### src/rtl/d_mem_init_sched.sv
// Port-B scheduler for D_MEM: ring requests always own the port, the INIT_VALUE fill engine uses idle cycles.
// Latency: ring request drives port B combinationally in the same cycle; the fill writes one word per idle cycle.
// Backpressure: none toward the ring; the fill stalls whenever the ring hits D_MEM and counts those stalls.
module d_mem_init_sched #(
  parameter int                              INIT_AW       = 10,
  parameter logic [31:0]                     INIT_VALUE    = 32'h0,
  parameter bit                              INIT_ON_RESET = 1'b1,
  parameter int                              MSB_REGION    = 31,
  parameter int                              LSB_REGION    = 24,
  parameter logic [MSB_REGION-LSB_REGION:0]  D_MEM_REGION  = 8'h10,
  parameter int                              OPC_W         = 2,
  parameter logic [OPC_W-1:0]                OPC_RD        = 2'd1,
  parameter logic [OPC_W-1:0]                OPC_WR        = 2'd2
) (
  input  logic                 QClk,
  input  logic                 RstQnnnH,
  input  logic                 InitStartQnnnH,
  input  logic                 F2C_ReqValidQ503H,
  input  logic [OPC_W-1:0]     F2C_ReqOpcodeQ503H,
  input  logic [31:0]          F2C_ReqAddressQ503H,
  input  logic [31:0]          F2C_ReqDataQ503H,
  output logic [INIT_AW+1:0]   MemB_AddressQ503H,
  output logic [3:0]           MemB_ByteEnQ503H,
  output logic [31:0]          MemB_WrDataQ503H,
  output logic                 MemB_RdEnQ503H,
  output logic                 MemB_WrEnQ503H,
  output logic                 InitBusyQnnnH,
  output logic                 InitDoneQnnnH,
  output logic [15:0]          InitStallCntQnnnH,
  output logic                 F2C_WrDuringInitQnnnH
);

  typedef enum logic [1:0] {IDLE, FILL, DONE} t_state;

  t_state              state, stateNxt;
  logic [INIT_AW-1:0]  fillPtr, fillPtrNxt;
  logic                initDone, initDoneNxt;
  logic [15:0]         stallCnt, stallCntNxt;
  logic                wrDuringInit, wrDuringInitNxt;
  logic                ringRd, ringWr, ringHit;
  logic                unusedAddrBits;

  assign ringRd  = (F2C_ReqOpcodeQ503H == OPC_RD);
  assign ringWr  = (F2C_ReqOpcodeQ503H == OPC_WR);
  assign ringHit = F2C_ReqValidQ503H &&
                   (F2C_ReqAddressQ503H[MSB_REGION:LSB_REGION] == D_MEM_REGION) &&
                   (ringRd || ringWr);

  // Address bits between the word offset and the region field do not select anything in D_MEM.
  assign unusedAddrBits = ^F2C_ReqAddressQ503H[LSB_REGION-1:INIT_AW+2];

  always_ff @(posedge QClk or posedge RstQnnnH) begin
    if (RstQnnnH) begin
      state        <= INIT_ON_RESET ? FILL : IDLE;
      fillPtr      <= '0;
      initDone     <= 1'b0;
      stallCnt     <= '0;
      wrDuringInit <= 1'b0;
    end else begin
      state        <= stateNxt;
      fillPtr      <= fillPtrNxt;
      initDone     <= initDoneNxt;
      stallCnt     <= stallCntNxt;
      wrDuringInit <= wrDuringInitNxt;
    end
  end

  always_comb begin
    stateNxt          = state;
    fillPtrNxt        = fillPtr;
    initDoneNxt       = initDone;
    stallCntNxt       = stallCnt;
    wrDuringInitNxt   = wrDuringInit;
    MemB_AddressQ503H = '0;
    MemB_ByteEnQ503H  = '0;
    MemB_WrDataQ503H  = '0;
    MemB_RdEnQ503H    = 1'b0;
    MemB_WrEnQ503H    = 1'b0;

    if (ringHit) begin
      MemB_AddressQ503H = F2C_ReqAddressQ503H[INIT_AW+1:0];
      MemB_ByteEnQ503H  = 4'b1111;
      MemB_WrDataQ503H  = F2C_ReqDataQ503H;
      MemB_RdEnQ503H    = ringRd;
      MemB_WrEnQ503H    = ringWr;
    end

    case (state)
      FILL: begin
        if (ringHit) begin
          if (stallCnt != 16'hFFFF) stallCntNxt = stallCnt + 16'd1;
          // A ring write landing before the fill reaches that word gets overwritten.
          if (ringWr) wrDuringInitNxt = 1'b1;
        end else begin
          MemB_AddressQ503H = {fillPtr, 2'b00};
          MemB_ByteEnQ503H  = 4'b1111;
          MemB_WrDataQ503H  = INIT_VALUE;
          MemB_WrEnQ503H    = 1'b1;
          fillPtrNxt        = fillPtr + INIT_AW'(1);
          if (fillPtr == '1) begin
            stateNxt    = DONE;
            initDoneNxt = 1'b1;
          end
        end
      end
      default: begin
        if (InitStartQnnnH) begin
          stateNxt        = FILL;
          fillPtrNxt      = '0;
          initDoneNxt     = 1'b0;
          stallCntNxt     = '0;
          wrDuringInitNxt = 1'b0;
        end
      end
    endcase

    if (RstQnnnH) begin
      MemB_RdEnQ503H = 1'b0;
      MemB_WrEnQ503H = 1'b0;
    end
  end

  assign InitBusyQnnnH         = (state == FILL);
  assign InitDoneQnnnH         = initDone;
  assign InitStallCntQnnnH     = stallCnt;
  assign F2C_WrDuringInitQnnnH = wrDuringInit;

endmodule

### config.mk
export PLATFORM = sky130hd
export DESIGN_NAME = d_mem_init_sched
export DESIGN_NICKNAME = d
export VERILOG_FILES = /design/src/rtl/d_mem_init_sched.sv
export SDC_FILE = /design/constraint.sdc
export NUM_CORES = 1
export LEC_CHECK = 0
export CAP_MARGIN = 20
export CORE_ASPECT_RATIO = 0.7
export CORE_UTILIZATION = 33
export DETAILED_ROUTE_END_ITERATION = 8
export PLACE_DENSITY = 0.88
export SLEW_MARGIN = 0
export SYNTH_ARGS = -nofsm -noshare
export SYNTH_HDL_FRONTEND = slang
export SYNTH_SLANG_ARGS = --single-unit
### constraint.sdc
create_clock -name QClk -period 1.85 [get_ports QClk]
set_clock_uncertainty 0.05 [all_clocks]
set_input_delay 0.2775 -clock QClk [delete_from_list [all_inputs] [get_ports QClk]]
set_output_delay 0.2775 -clock QClk [all_outputs]
set_load 0.02 [all_outputs]
### Word-level counts from Yosys, hierarchy flattened

Index checks and enable logic that the tools add are counted.

* bits in registers: 30
* latch bits: 0
* RAM bits: 0
* bits in read-only memories: 0
* bits of input ports: 70
* output and inout port bits: 69
* memories: 0

* $add $sub $neg: 2
* multiply operators: 0
* div/mod/pow operators: 0
* $lt $le $gt $ge: 0
* equal/unequal tests: 11
* shifts and indexed selects: 0
* mux-type cells: 33
* bitwise operators: 0
* reductions and logical operators: 8

Operators with widths (count)
* 32-bit two-way mux: 3
* 16-bit two-way mux: 4
* 12-bit two-way mux: 3
* 10-bit two-way mux: 3
* 16-bit by 1-bit adder with 16-bit output, second input constant: 1
* 16-bit inequality test, second input constant: 1
* 1-bit two-way mux: 13
* 4-bit two-way mux: 3
* 10-bit by 1-bit adder with 10-bit output, second input constant: 1
* 10-bit == test, second input constant: 1
* 3-bit AND reduction: 3
* 8-bit by 5-bit == test with 1-bit output, second input constant: 1
* 2-bit two-way mux: 4
* 2-bit by 1-bit inequality test with 1-bit output, second input constant: 4
* 2-bit by 1-bit == test with 1-bit output, second input constant: 2
* 2-bit == test, second input constant: 1
* 1-bit logical AND: 2
* 2-bit inequality test, second input constant: 1
* 2-bit AND reduction: 1
* 2-bit nonzero test: 1
* 1-bit logical OR: 1

### Longest topological paths before layout

Gate-level depths: netlist of run 1.

* depth after elaboration: 7
* gate-level depth with buffers: 8

### Worst setup path after synthesis of run 1

Ideal clock, no wire load.

* path kind: reg2reg
* start point: register stallCnt[0], in the netlist InitStallCntQnnnH[0]
* end point: register stallCnt[9], in the netlist InitStallCntQnnnH[9]
* library setup time: 131 ps
* arrival: 1881 ps
* required time: 1669 ps
* slack: -212 ps
* cell stages (with the launch flop): 8
* path buffers: 1
* clock period less this slack: 2062 ps
* cell sequence: dfrtp_1 > ha_1 > nand4_1 > nor4_4 > or2_1 > buf_2 > nor3_1 > or3_1

* word-level cells in the longest chain between the ends: 4

RTL lines
* start, declared: line 38 `logic [15:0] stallCnt, stallCntNxt;`
* start signal, assigned: line 63 `stallCnt <= stallCntNxt;`
* 16-bit by 1-bit adder with 16-bit output: line 91 `if (stallCnt != 16'hFFFF) stallCntNxt = stallCnt + 16'd1;`
* 16-bit two-way mux: line 91
* 16-bit two-way mux: line 90 `if (ringHit) begin`
* 16-bit two-way mux: line 88 `case (state)`

Parallel ways exist; a longest one is shown, timed or not. The select of a mux whose other input is x is not followed.
A chain may end at the register's enable or synchronous reset.

### Worst setup path in the final report of run 1

* start point: register stallCnt[1], in the netlist InitStallCntQnnnH[1]
* end point: register stallCnt[9], in the netlist InitStallCntQnnnH[9]

The elaborated chain is that of the path after synthesis.

==> summary.txt, run 1 <==
CTS Buf Count: 5
Maximum number of pins on one net before global-route repair: 30
Vias in the first global route: 2386
Syn Inst Count: 237
Routed wire per std cell: 16.4 um
CP max stage delay: 390 ps
Cell taking the most area after synthesis: dfrtp_1
R2R setup slack: -70 ps
Leakage: 1.95 nW
H-tree depth: 2
Storage cell area: 734 um2
R2R Path End: InitStallCntQnnnH[9]$_DFFE_PP0P_
Avg Synthesized Cell Area: 8.71 um2
Final count of hold timing violations: 0
Core Footprint: 5870 um2
Failing checks: negative setup slack
Peak supply drop: 0.402 mV
Worst Path Arrival: 2050 ps
Register clock-pin slew on the reported worst setup and hold paths: 70 ps
Initial antenna violation count: 0
WP data required: 1970 ps
Root Buffer: clkbuf_8
Synth warn: 0
Routed wire length: 8.03 mm
Iter 0 DRT Violations: 159
Max Root-Sink Buffers: 2
Rows: 23
Detail Route Antenna Nets: 0
RSZ-0062 raised after global routing: yes
Critical Path Sink Type: flop
Top cell type's share of synthesized area: 33.9%
Fin. max-slew vios: 0
EDFF count, synth: 0
Mapped cell area: 2060 um2
Die area: 6580 um2
Pwr Density: 552 nW/um2
WHS Endpoint: F2C_WrDuringInitQnnnH$_DFFE_PP0P_
R2R cell count: 8
Flops & latches, synth: 29
IO Pins: 139
Synth unique cells: 48
Via count: 2637
Status: finished, violations left
Via-to-Cell Ratio: 5.40
Top cell by count, worst path: buf_4
Register area share after synthesis: 35.2%
Worst setup path category: flop to flop
Slew Limit Headroom: 66.0%
Antenna cells: 0
Gpl congestion: 0.879
Total grt overflow: 0
Max Clk Rate: 0.520 GHz
Final TNS setup: -83.1 ps
Final period util: 104%
Fill count: 479
Nets@finish: 486
Critical path startpoint category: flop
Setup Viol. Count Final: 2
Final worst slack: -73.8 ps
Synth Flop Type: dfrtp_1
Total GRT Usage: 23.8%
Worst hold path type: input port to flop
Clock Sinks: 29
Hold_sp: F2C_ReqOpcodeQ503H[0]
Period minus WS final: 1920 ps
Final Power: 2.18 mW
Ys async rst share: 100%
DP HPWL: 5.80 mm
Max Cap Viol: 0
Highest-delay cell along the critical path: dfrtp_2
Starting Density: 35.2%
Die Y: 68.2 um
Hold-fix buffers, CTS: 0
Area delta synth->final: 90.8%
Start point of the critical path: InitStallCntQnnnH[1]$_DFFE_PP0P_
Layout cells sized above 1: 40.4%
Worst-Margin Slew: 509 ps
Reg2Reg Launch Point: InitStallCntQnnnH[1]$_DFFE_PP0P_
DR pass1 iterations: 4
Clock latency on the worst-skew pair: 290 ps
CTS tree: yes
Hold depth: 5
Synth area leaders: dfrtp_1 (34%), and2_1 (10%), nand2_1 (4.9%)
Critical Path, Cell by Cell: ha_4 -> nand4_1 -> nor4_4 -> buf_4 -> or2_4 -> buf_4 -> nor3_1 -> or3_1
Die width: 96.5 um
CP max FO: 5
PortBufs: 126
Syn Nets: 311
Drc violations: 0
First-pass GRT wire length: 11.6 mm
Multi-input logic area: 1370 um2
how the worst max path moves through the flow:
stage / depth (start not counted) / endpoint / slack (ps)
after detailed placement: 7 / MemB_WrDataQ503H[3] / -870
final: 8 / InitStallCntQnnnH[9]$_DFFE_PP0P_ / -70
after global routing: 8 / InitStallCntQnnnH[9]$_DFFE_PP0P_ / -130
after global placement: 7 / MemB_AddressQ503H[4] / -830
after CTS: 7 / MemB_AddressQ503H[6] / -50
after floorplan: 7 / InitStallCntQnnnH[9]$_DFFE_PP0P_ / -40
synth_stat cells (6+ instances only):
master	count
and2_1	34
dfrtp_1	28
nand2_1	27
nand3_1	17
clkbuf_1	11
a32o_1	10
and3_1	8
a31oi_1	7
inv_1	7
mux2i_1	7
nand4_1	6
nor2_1	6
layer usage:
layer  vias up  routed length [um]  global-route usage (%)  part of all wire [%]
li1       1238                   -                       -                     -
met1      1268                3230                    29.3                    40
met2       123                4030                    40.6                    50
met3         8                 668                    6.22                   8.3
met4         0                 103                    8.46                   1.3
met5         -                   0                       0                     0
critical path, delay by kind of cell, from the launching register on:
family                   cells  cell delay (ps)
adder cells (fa/ha/maj)      1              150
buffers and inverters        2              310
flip-flops                   1              390
AND/OR/NAND/NOR              5              900
power by group:
group	leakage, nW	total [mW]	switching (mW)	internal (mW)
logic	1.53	0.825	0.365	0.460
registers	0.373	0.835	0.117	0.718
clock network	0.0450	0.516	0.256	0.260
sequential cells by signal, indices dropped and copies added, names as in the netlist:
signal and count:
F2C_WrDuringInitQnnnH 1, InitStallCntQnnnH 16, fillPtr 10, state 2
what timing repair did:
item	CTS	global route
pin swaps	15	14
gates cloned	3	4
gates resized for setup	275	56
setup buffers	3	4
setup endpoints to repair	76	64
cell type report:
type	count	area share [%]
clock inverters	2	0.254
multi-input cells	185	34.7
repair buffers	183	41.4
clock buffers	6	1.84
flip-flops and latches	29	18.6
inverters	8	0.762
well taps	75	2.38
per-stage QoR:
stage | worst slack [ps] | instance area, um2 | cells | hold WS (ps) | utilization [%]
2_1_floorplan | -41.9 | 2110 | 237 | 304 | -
3_3_place_gp | -826 | 3740 | 467 | 416 | 63.7
3_5_place_dp | -868 | 3740 | 467 | 455 | 63.7
4_1_cts | -47.7 | 3790 | 481 | 393 | 64.5
5_1_grt | -128 | 3940 | 488 | 441 | 67.1
6_report | -73.8 | 3940 | 488 | 388 | 67.1
logic make-up after synthesis:
logic type               count (synthesis)  synth area share, %
AND/OR/NAND/NOR                        120                 33.9
flip-flops                              29                 35.2
adder cells (fa/ha/maj)                  4                 2.42
AO/OA/AOI/OAI                           52                 19.6
XOR/XNOR                                 1                0.424
multiplexers                             7                 3.39
buffers and inverters                   24                 5.03
placed cells by master, fill, tap and decap left out, types with 3 or more instances in the layout:
cell type,n
and4_1,3
dfrtp_2,6
buf_6,28
a21oi_1,3
buf_2,29
buf_4,54
and3_1,7
a32o_1,5
o31ai_1,3
a31oi_1,7
clkdlybuf4s50_1,63
nor4_1,3
clkbuf_8,5
nand4_1,6
nand3_1,16
dfrtp_1,22
inv_1,6
and2_4,3
clkdlybuf4s15_2,3
o21a_1,4
a31o_2,3
mux2i_1,7
nand2_1,25
a32o_2,5
and2_1,31
nor2_1,4
o21ai_0,3
o211ai_1,4
buf_12,3
(Power assumes the default switching activity.)
==> run 2, diff against run 1 <==
--- a/config.mk
+++ b/config.mk
@@ -8,8 +8,10 @@
 export CAP_MARGIN = 20
 export CORE_ASPECT_RATIO = 0.7
 export CORE_UTILIZATION = 33
+export CTS_BUF_LIST = sky130_fd_sc_hd__clkbuf_16
 export DETAILED_ROUTE_END_ITERATION = 8
 export PLACE_DENSITY = 0.88
+export RECOVER_POWER = 100
 export SLEW_MARGIN = 0
 export SYNTH_ARGS = -nofsm -noshare
 export SYNTH_HDL_FRONTEND = slang
==> run 2 against run 1 <==
Net effect: the run still ends with negative setup slack left; largest power group unchanged; non-clock buffer count fell by 1; register-to-register slack about the same; clock power increased by 50%.
==> summary.txt, run 2 (synthesized netlist as in run 1, its figures left out) <==
IO Pins: 139 (unchanged)
Die width: 96.5 um (unchanged)
Starting Density: 35.2% (unchanged)
Via count: 2617 (-0.76%)
Reg2Reg Launch Point: InitStallCntQnnnH[0]$_DFFE_PP0P_
Most common cell after layout, fill and taps aside: buf_4
Critical Path Sink Type: flop
Setup Viol. Count Final: 7 (+5)
Pint: 1.66 mW (+16%)
Gpl congestion: 0.879 (unchanged)
Area after DPL: 3740 um2 (unchanged)
Max Clk Rate: 0.518 GHz (-0.29%)
Total grt overflow: 0 (unchanged)
Max Root-Sink Buffers: 2 (unchanged)
Leakage: 1.98 nW (+1.4%)
Period minus WS final: 1930 ps (+5.52 ps)
Routed wire per std cell: 16.7 um (+1.4%)
DP Worst Slack: -868 ps (unchanged)
DR pass1 iterations: 4 (unchanged)
WP data required: 1960 ps (about the same)
Sequential Power Share: 34.4% (-4.0 points)
Final count of hold timing violations: 0 (unchanged)
Finished Cell Area: 3950 um2 (+0.22%)
Rows: 23 (unchanged)
Worst-Margin Slew: 775 ps (+266 ps)
R2R Path End: InitStallCntQnnnH[9]$_DFFE_PP0P_
Fin. max-slew vios: 0 (unchanged)
Clock network power share: 31.9% (+8.2 points)
Worst Path Arrival: 2040 ps (about the same)
Slew Limit Headroom: 48.3% (-18 points)
Pwr Density: 617 nW/um2 (+12%)
Final period util: 104% (+0.30 points)
Core Footprint: 5870 um2 (unchanged)
Detail Route Antenna Nets: 0 (unchanged)
Final worst slack: -79.3 ps (-5.52 ps)
Vias in the first global route: 2417 (+1.3%)
Layout cells sized above 1: 41.0% (+0.58 points)
Iter 0 DRT Violations: 174 (+9.4%)
Nets@finish: 485 (-0.21%)
Final TNS setup: -121 ps (-37.9 ps)
DP HPWL: 5.80 mm (unchanged)
Routed wire length: 8.12 mm (+1.2%)
Comb power frac: 33.8% (-4.1 points)
Antenna cells: 0 (unchanged)
WHS Endpoint: F2C_WrDuringInitQnnnH$_DFFE_PP0P_
Number of flip-flops in the largest register: 16 (unchanged)
Drc violations: 0 (unchanged)
R2R cell count: 8 (unchanged)
Root Buffer: clkbuf_16
CP max FO: 5 (unchanged)
Net Switching: 0.775 mW (+5.0%)
Die Y: 68.2 um (unchanged)
Hold_sp: F2C_ReqOpcodeQ503H[0]
Hold depth: 5 (unchanged)
Area delta synth->final: 91.3%
Hold-fix buffers, CTS: 0 (unchanged)
First-pass GRT wire length: 11.7 mm (+1.3%)
Clock Sinks: 29 (unchanged)
RSZ-0062 raised after global routing: yes
Via-to-Cell Ratio: 5.37 (-0.55%)
Max Cap Viol: 0 (unchanged)
Register clock-pin slew on the reported worst setup and hold paths: 50 ps (-20 ps)
Clock latency on the worst-skew pair: 280 ps (about the same)
Die area: 6580 um2 (unchanged)
Failing checks: negative setup slack
H-tree depth: 2 (unchanged)
Maximum number of pins on one net before global-route repair: 30 (unchanged)
CTS Buf Count: 5 (unchanged)
Switching Fraction: 31.8% (-2.1 points)
CTS tree: yes
Worst setup path category: flop to flop
Peak supply drop: 0.485 mV (+21%)
Initial antenna violation count: 0 (unchanged)
Worst hold path type: input port to flop
R2R setup slack: -80 ps (about the same)
Status: finished, violations left
Fill count: 475 (-0.84%)
Critical path startpoint category: flop
Total GRT Usage: 24.0% (+0.17 points)
PortBufs: 126 (unchanged)
Commonest non-fill, non-tap cells in the layout: buf_4 (50), clkdlybuf4s50_1 (49), and2_1 (31)
==> run 2: changes by cell type in the layout (fill, tap and decap cells not counted), moves of 4 or more <==
cell / before / now
buf_4: 54 / 50
clkbuf_16: 1 / 5
dlygate4sd3_1: 0 / 14
clkdlybuf4s50_1: 63 / 49
clkbuf_8: 5 / 0
clkbuf_2: 1 / 6
==> run 2: power by group through the flow <==
stage | Sequential, mW | Clock (mW) | Combinational [mW]
after detailed placement | 0.840 | 0 | 0.785
after floorplan | 0.824 | 0 | 0.375
after global routing | 0.850 | 0.807 | 0.885
final | 0.837 | 0.776 | 0.823
after global placement | 0.828 | 0 | 0.764
after CTS | 0.831 | 0.781 | 0.791
==> run 2: cell type report <==
class,instances,area (um2),share of cell area (%)
timing repair buffer,182,1570,39.7
multi-input combinational,185,1380,35.0
sequential,29,736,18.6
clock buffer,5,125,3.17
tap,75,93.8,2.38
inverter,8,30.0,0.760
clock inverter,3,13.8,0.349
==> run 2: routing by layer <==
metal  track usage, %  up-vias  share of wire, %
met1             29.8     1262                40
met5                0        -                 0
li1                 -     1234                 -
met2             41.8      113                51
met4             6.43        0              0.92
met3             5.78        8               7.7
==> run 2: timing repair <==
action	4_1_cts	5_1_grt
setup buffers	3	4
gates resized for setup	275	59
pin swaps	15	12
endpoints found under the setup margin	77	67
cloned	3	4
==> run 2: worst max-delay path by stage <==
stage / end / depth (start not counted) / start / slack, ps
after floorplan: InitStallCntQnnnH[9]$_DFFE_PP0P_ / 7 / InitStallCntQnnnH[8]$_DFFE_PP0P_ / -40
after detailed placement: MemB_WrDataQ503H[3] / 7 / F2C_ReqOpcodeQ503H[0] / -870
after global placement: MemB_AddressQ503H[4] / 7 / F2C_ReqOpcodeQ503H[0] / -830
final: InitStallCntQnnnH[9]$_DFFE_PP0P_ / 8 / InitStallCntQnnnH[0]$_DFFE_PP0P_ / -80
after global routing: InitStallCntQnnnH[9]$_DFFE_PP0P_ / 8 / InitStallCntQnnnH[0]$_DFFE_PP0P_ / -140
after CTS: MemB_AddressQ503H[6] / 7 / F2C_ReqAddressQ503H[25] / -50
==> run 2: stage by stage <==
| step | hold WS [ps] | power (mW) | utilization, % | cells |
|---|---|---|---|---|
| 2_1_floorplan | 304 | 1.20 | - | 237 |
| 3_3_place_gp | 416 | 1.59 | 63.7 | 467 |
| 3_5_place_dp | 455 | 1.62 | 63.7 | 467 |
| 4_1_cts | 403 | 2.40 | 65.5 | 481 |
| 5_1_grt | 456 | 2.54 | 67.3 | 487 |
| 6_report | 396 | 2.44 | 67.3 | 487 |
==> run 2: critical path, stage by stage (launching register included) <==
cell     delay [ps]
dfrtp_2         390
ha_4            150
nand4_1         150
nor4_4          280
buf_4           190
or2_4           140
buf_4           120
nor3_1           40
or3_1           300
==> run 3, diff against run 2 <==
--- a/config.mk
+++ b/config.mk
@@ -10,7 +10,7 @@
 export CORE_UTILIZATION = 33
 export CTS_BUF_LIST = sky130_fd_sc_hd__clkbuf_16
 export DETAILED_ROUTE_END_ITERATION = 8
-export PLACE_DENSITY = 0.88
+export PLACE_DENSITY = 0.78
 export RECOVER_POWER = 100
 export SLEW_MARGIN = 0
 export SYNTH_ARGS = -nofsm -noshare
==> run 3 against run 2 <==
Net effect: sequential share of layout area decreased by 0.28 points; largest power group is now clock; combinational power fell by 5.3%; the flow still finishes with violations (negative setup slack); register-to-register slack better by 40 ps; setup slack better by 36 ps; largest cell class unchanged.
==> summary.txt, run 3 (synthesized netlist as in run 1, its figures left out) <==
Maximum number of pins on one net before global-route repair: 30 (unchanged)
Storage cell area: 734 um2 (-0.17%)
Peak supply drop: 0.320 mV (-34%)
DP Worst Slack: -832 ps (+36.4 ps)
Fin util: 68.2% (+0.92 points)
Worst hold path type: flop to flop
Iter 0 DRT Violations: 132 (-24%)
Final Non-Filler Cells: 491 (+0.82%)
Leakage: 1.97 nW (-0.34%)
Layout cells sized above 1: 39.9% (-1.1 points)
Gpl congestion: 0.861 (-2.0%)
CP delay by family, top: simple AND/OR/NAND/NOR gates
WP data required: 1950 ps (about the same)
Slew Limit Headroom: 51.2% (+2.9 points)
CTS Buf Count: 5 (unchanged)
Commonest non-fill, non-tap cells in the layout: clkdlybuf4s50_1 (63), buf_4 (54), buf_6 (31)
Critical Path, Cell by Cell: ha_4 -> nand4_1 -> nor4_4 -> buf_4 -> or2_4 -> and3_1 -> or3_1
Routed wire per std cell: 15.6 um (-6.5%)
Final worst slack: -43.3 ps (+35.9 ps)
Antenna cells: 0 (unchanged)
Max Root-Sink Buffers: 2 (unchanged)
Setup Viol. Count Final: 11 (+4)
Placed insts: 473 (+1.3%)
CP max stage delay: 420 ps (+30 ps)
Critical Path Sink Type: flop
CP max FO: 4 (-1)
Total GRT Usage: 23.3% (-0.74 points)
Worst-Margin Slew: 732 ps (-43.3 ps)
Highest-delay cell along the critical path: dfrtp_2
Starting Density: 35.2% (unchanged)
Multi-input logic area: 1340 um2 (-3.0%)
Pwr Density: 627 nW/um2 (+1.5%)
CTS tree: yes
PortBufs: 126 (unchanged)
First-pass GRT wire length: 11.6 mm (-1.2%)
Number of flip-flops in the largest register: 16 (unchanged)
Initial antenna violation count: 0 (unchanged)
Final period util: 102% (-1.9 points)
Most common cell after layout, fill and taps aside: clkdlybuf4s50_1
Period minus WS final: 1890 ps (-35.9 ps)
Status: finished, violations left
Clock latency on the worst-skew pair: 270 ps (about the same)
Max Cap Viol: 0 (unchanged)
Root Buffer: clkbuf_16
Final count of hold timing violations: 0 (unchanged)
Detail Route Antenna Nets: 0 (unchanged)
Via-to-Cell Ratio: 5.29 (-1.6%)
Clock Sinks: 29 (unchanged)
Die width: 96.5 um (unchanged)
Vias in the first global route: 2458 (+1.7%)
Register clock-pin slew on the reported worst setup and hold paths: 50 ps (about the same)
Via count: 2596 (-0.80%)
DP HPWL: 5.62 mm (-3.1%)
Routed wire length: 7.66 mm (-5.7%)
Nets@finish: 489 (+0.82%)
Failing checks: negative setup slack
RSZ-0062 raised after global routing: yes
Hold-fix buffers, CTS: 0 (unchanged)
Fill count: 475 (unchanged)
IO Pins: 139 (unchanged)
Max Clk Rate: 0.528 GHz (+1.9%)
DR pass1 iterations: 4 (unchanged)
Drc violations: 0 (unchanged)
Worst Path Arrival: 2000 ps (-40 ps)
Die Y: 68.2 um (unchanged)
Buffer and inverter count on the worst path: 1 (-1)
Fin. max-slew vios: 0 (unchanged)
Worst setup path category: flop to flop
Rows: 23 (unchanged)
Area delta synth->final: 93.9%
Critical path startpoint category: flop
Total grt overflow: 0 (unchanged)
Core Footprint: 5870 um2 (unchanged)
H-tree depth: 2 (unchanged)
Die area: 6580 um2 (unchanged)
[run 3: final timing paths]
check	startpoint	to	slack, ps	cells after the start
max	InitStallCntQnnnH[1]$_DFFE_PP0P_	InitStallCntQnnnH[9]$_DFFE_PP0P_	-40	7
min	F2C_WrDuringInitQnnnH$_DFFE_PP0P_	F2C_WrDuringInitQnnnH$_DFFE_PP0P_	430	2
max reg2reg	InitStallCntQnnnH[1]$_DFFE_PP0P_	InitStallCntQnnnH[9]$_DFFE_PP0P_	-40	7
min reg2reg	F2C_WrDuringInitQnnnH$_DFFE_PP0P_	F2C_WrDuringInitQnnnH$_DFFE_PP0P_	430	2
max in group asynchronous	RstQnnnH	InitStallCntQnnnH[4]$_DFFE_PP0P_	470	4
min in group asynchronous	RstQnnnH	InitStallCntQnnnH[15]$_DFFE_PP0P_	760	4
[run 3: area by class of cell]
class                           instances  share of cell area, %
Sequential cell                        29                   18.3
Inverter                                8                  0.813
Multi-Input combinational cell        184                   33.5
Clock inverter                          3                  0.938
Tap cell                               75                   2.34
Clock buffer                            5                   3.13
Timing Repair Buffer                  187                   41.0
[run 3: routing by layer]
metal / GRT usage, % / up-vias / part of all wire (%)
met5: 0 / - / 0
met2: 37.8 / 116 / 49
met4: 9.19 / 0 / 1.1
met3: 4.78 / 9 / 7.7
met1: 30.4 / 1232 / 42
li1: - / 1239 / -
[run 3: repair_timing]
item,in CTS,in global routing
cloned,2,2
resized for setup,259,72
endpoints found under the setup margin,75,65
pin swaps,11,17
buffers inserted,5,2
[run 3: metrics by stage]
| stage | power, mW | setup TNS (ps) | hold slack [ps] | instance area [um2] |
|---|---|---|---|---|
| floorplan | 1.20 | -41.9 | 304 | 2110 |
| global placement | 1.58 | -49220 | 420 | 3760 |
| detailed placement | 1.60 | -51950 | 425 | 3760 |
| CTS | 2.45 | -236 | 437 | 3830 |
| global route | 2.64 | -1790 | 461 | 4000 |
| finish | 2.51 | -268 | 433 | 4000 |
[run 3: power by group]
part | switching (mW) | total, mW | internal (mW)
Combinational | 0.349 | 0.779 | 0.431
Sequential | 0.110 | 0.830 | 0.720
Clock | 0.274 | 0.898 | 0.624
Total | 0.733 | 2.51 | 1.77
[run 3: worst reg2reg max path, cell delays in order, from the launching register on]
cell and delay (ps):
dfrtp_2 420, ha_4 180, nand4_1 120, nor4_4 50, buf_4 160, or2_4 260
and3_1 180, or3_1 360
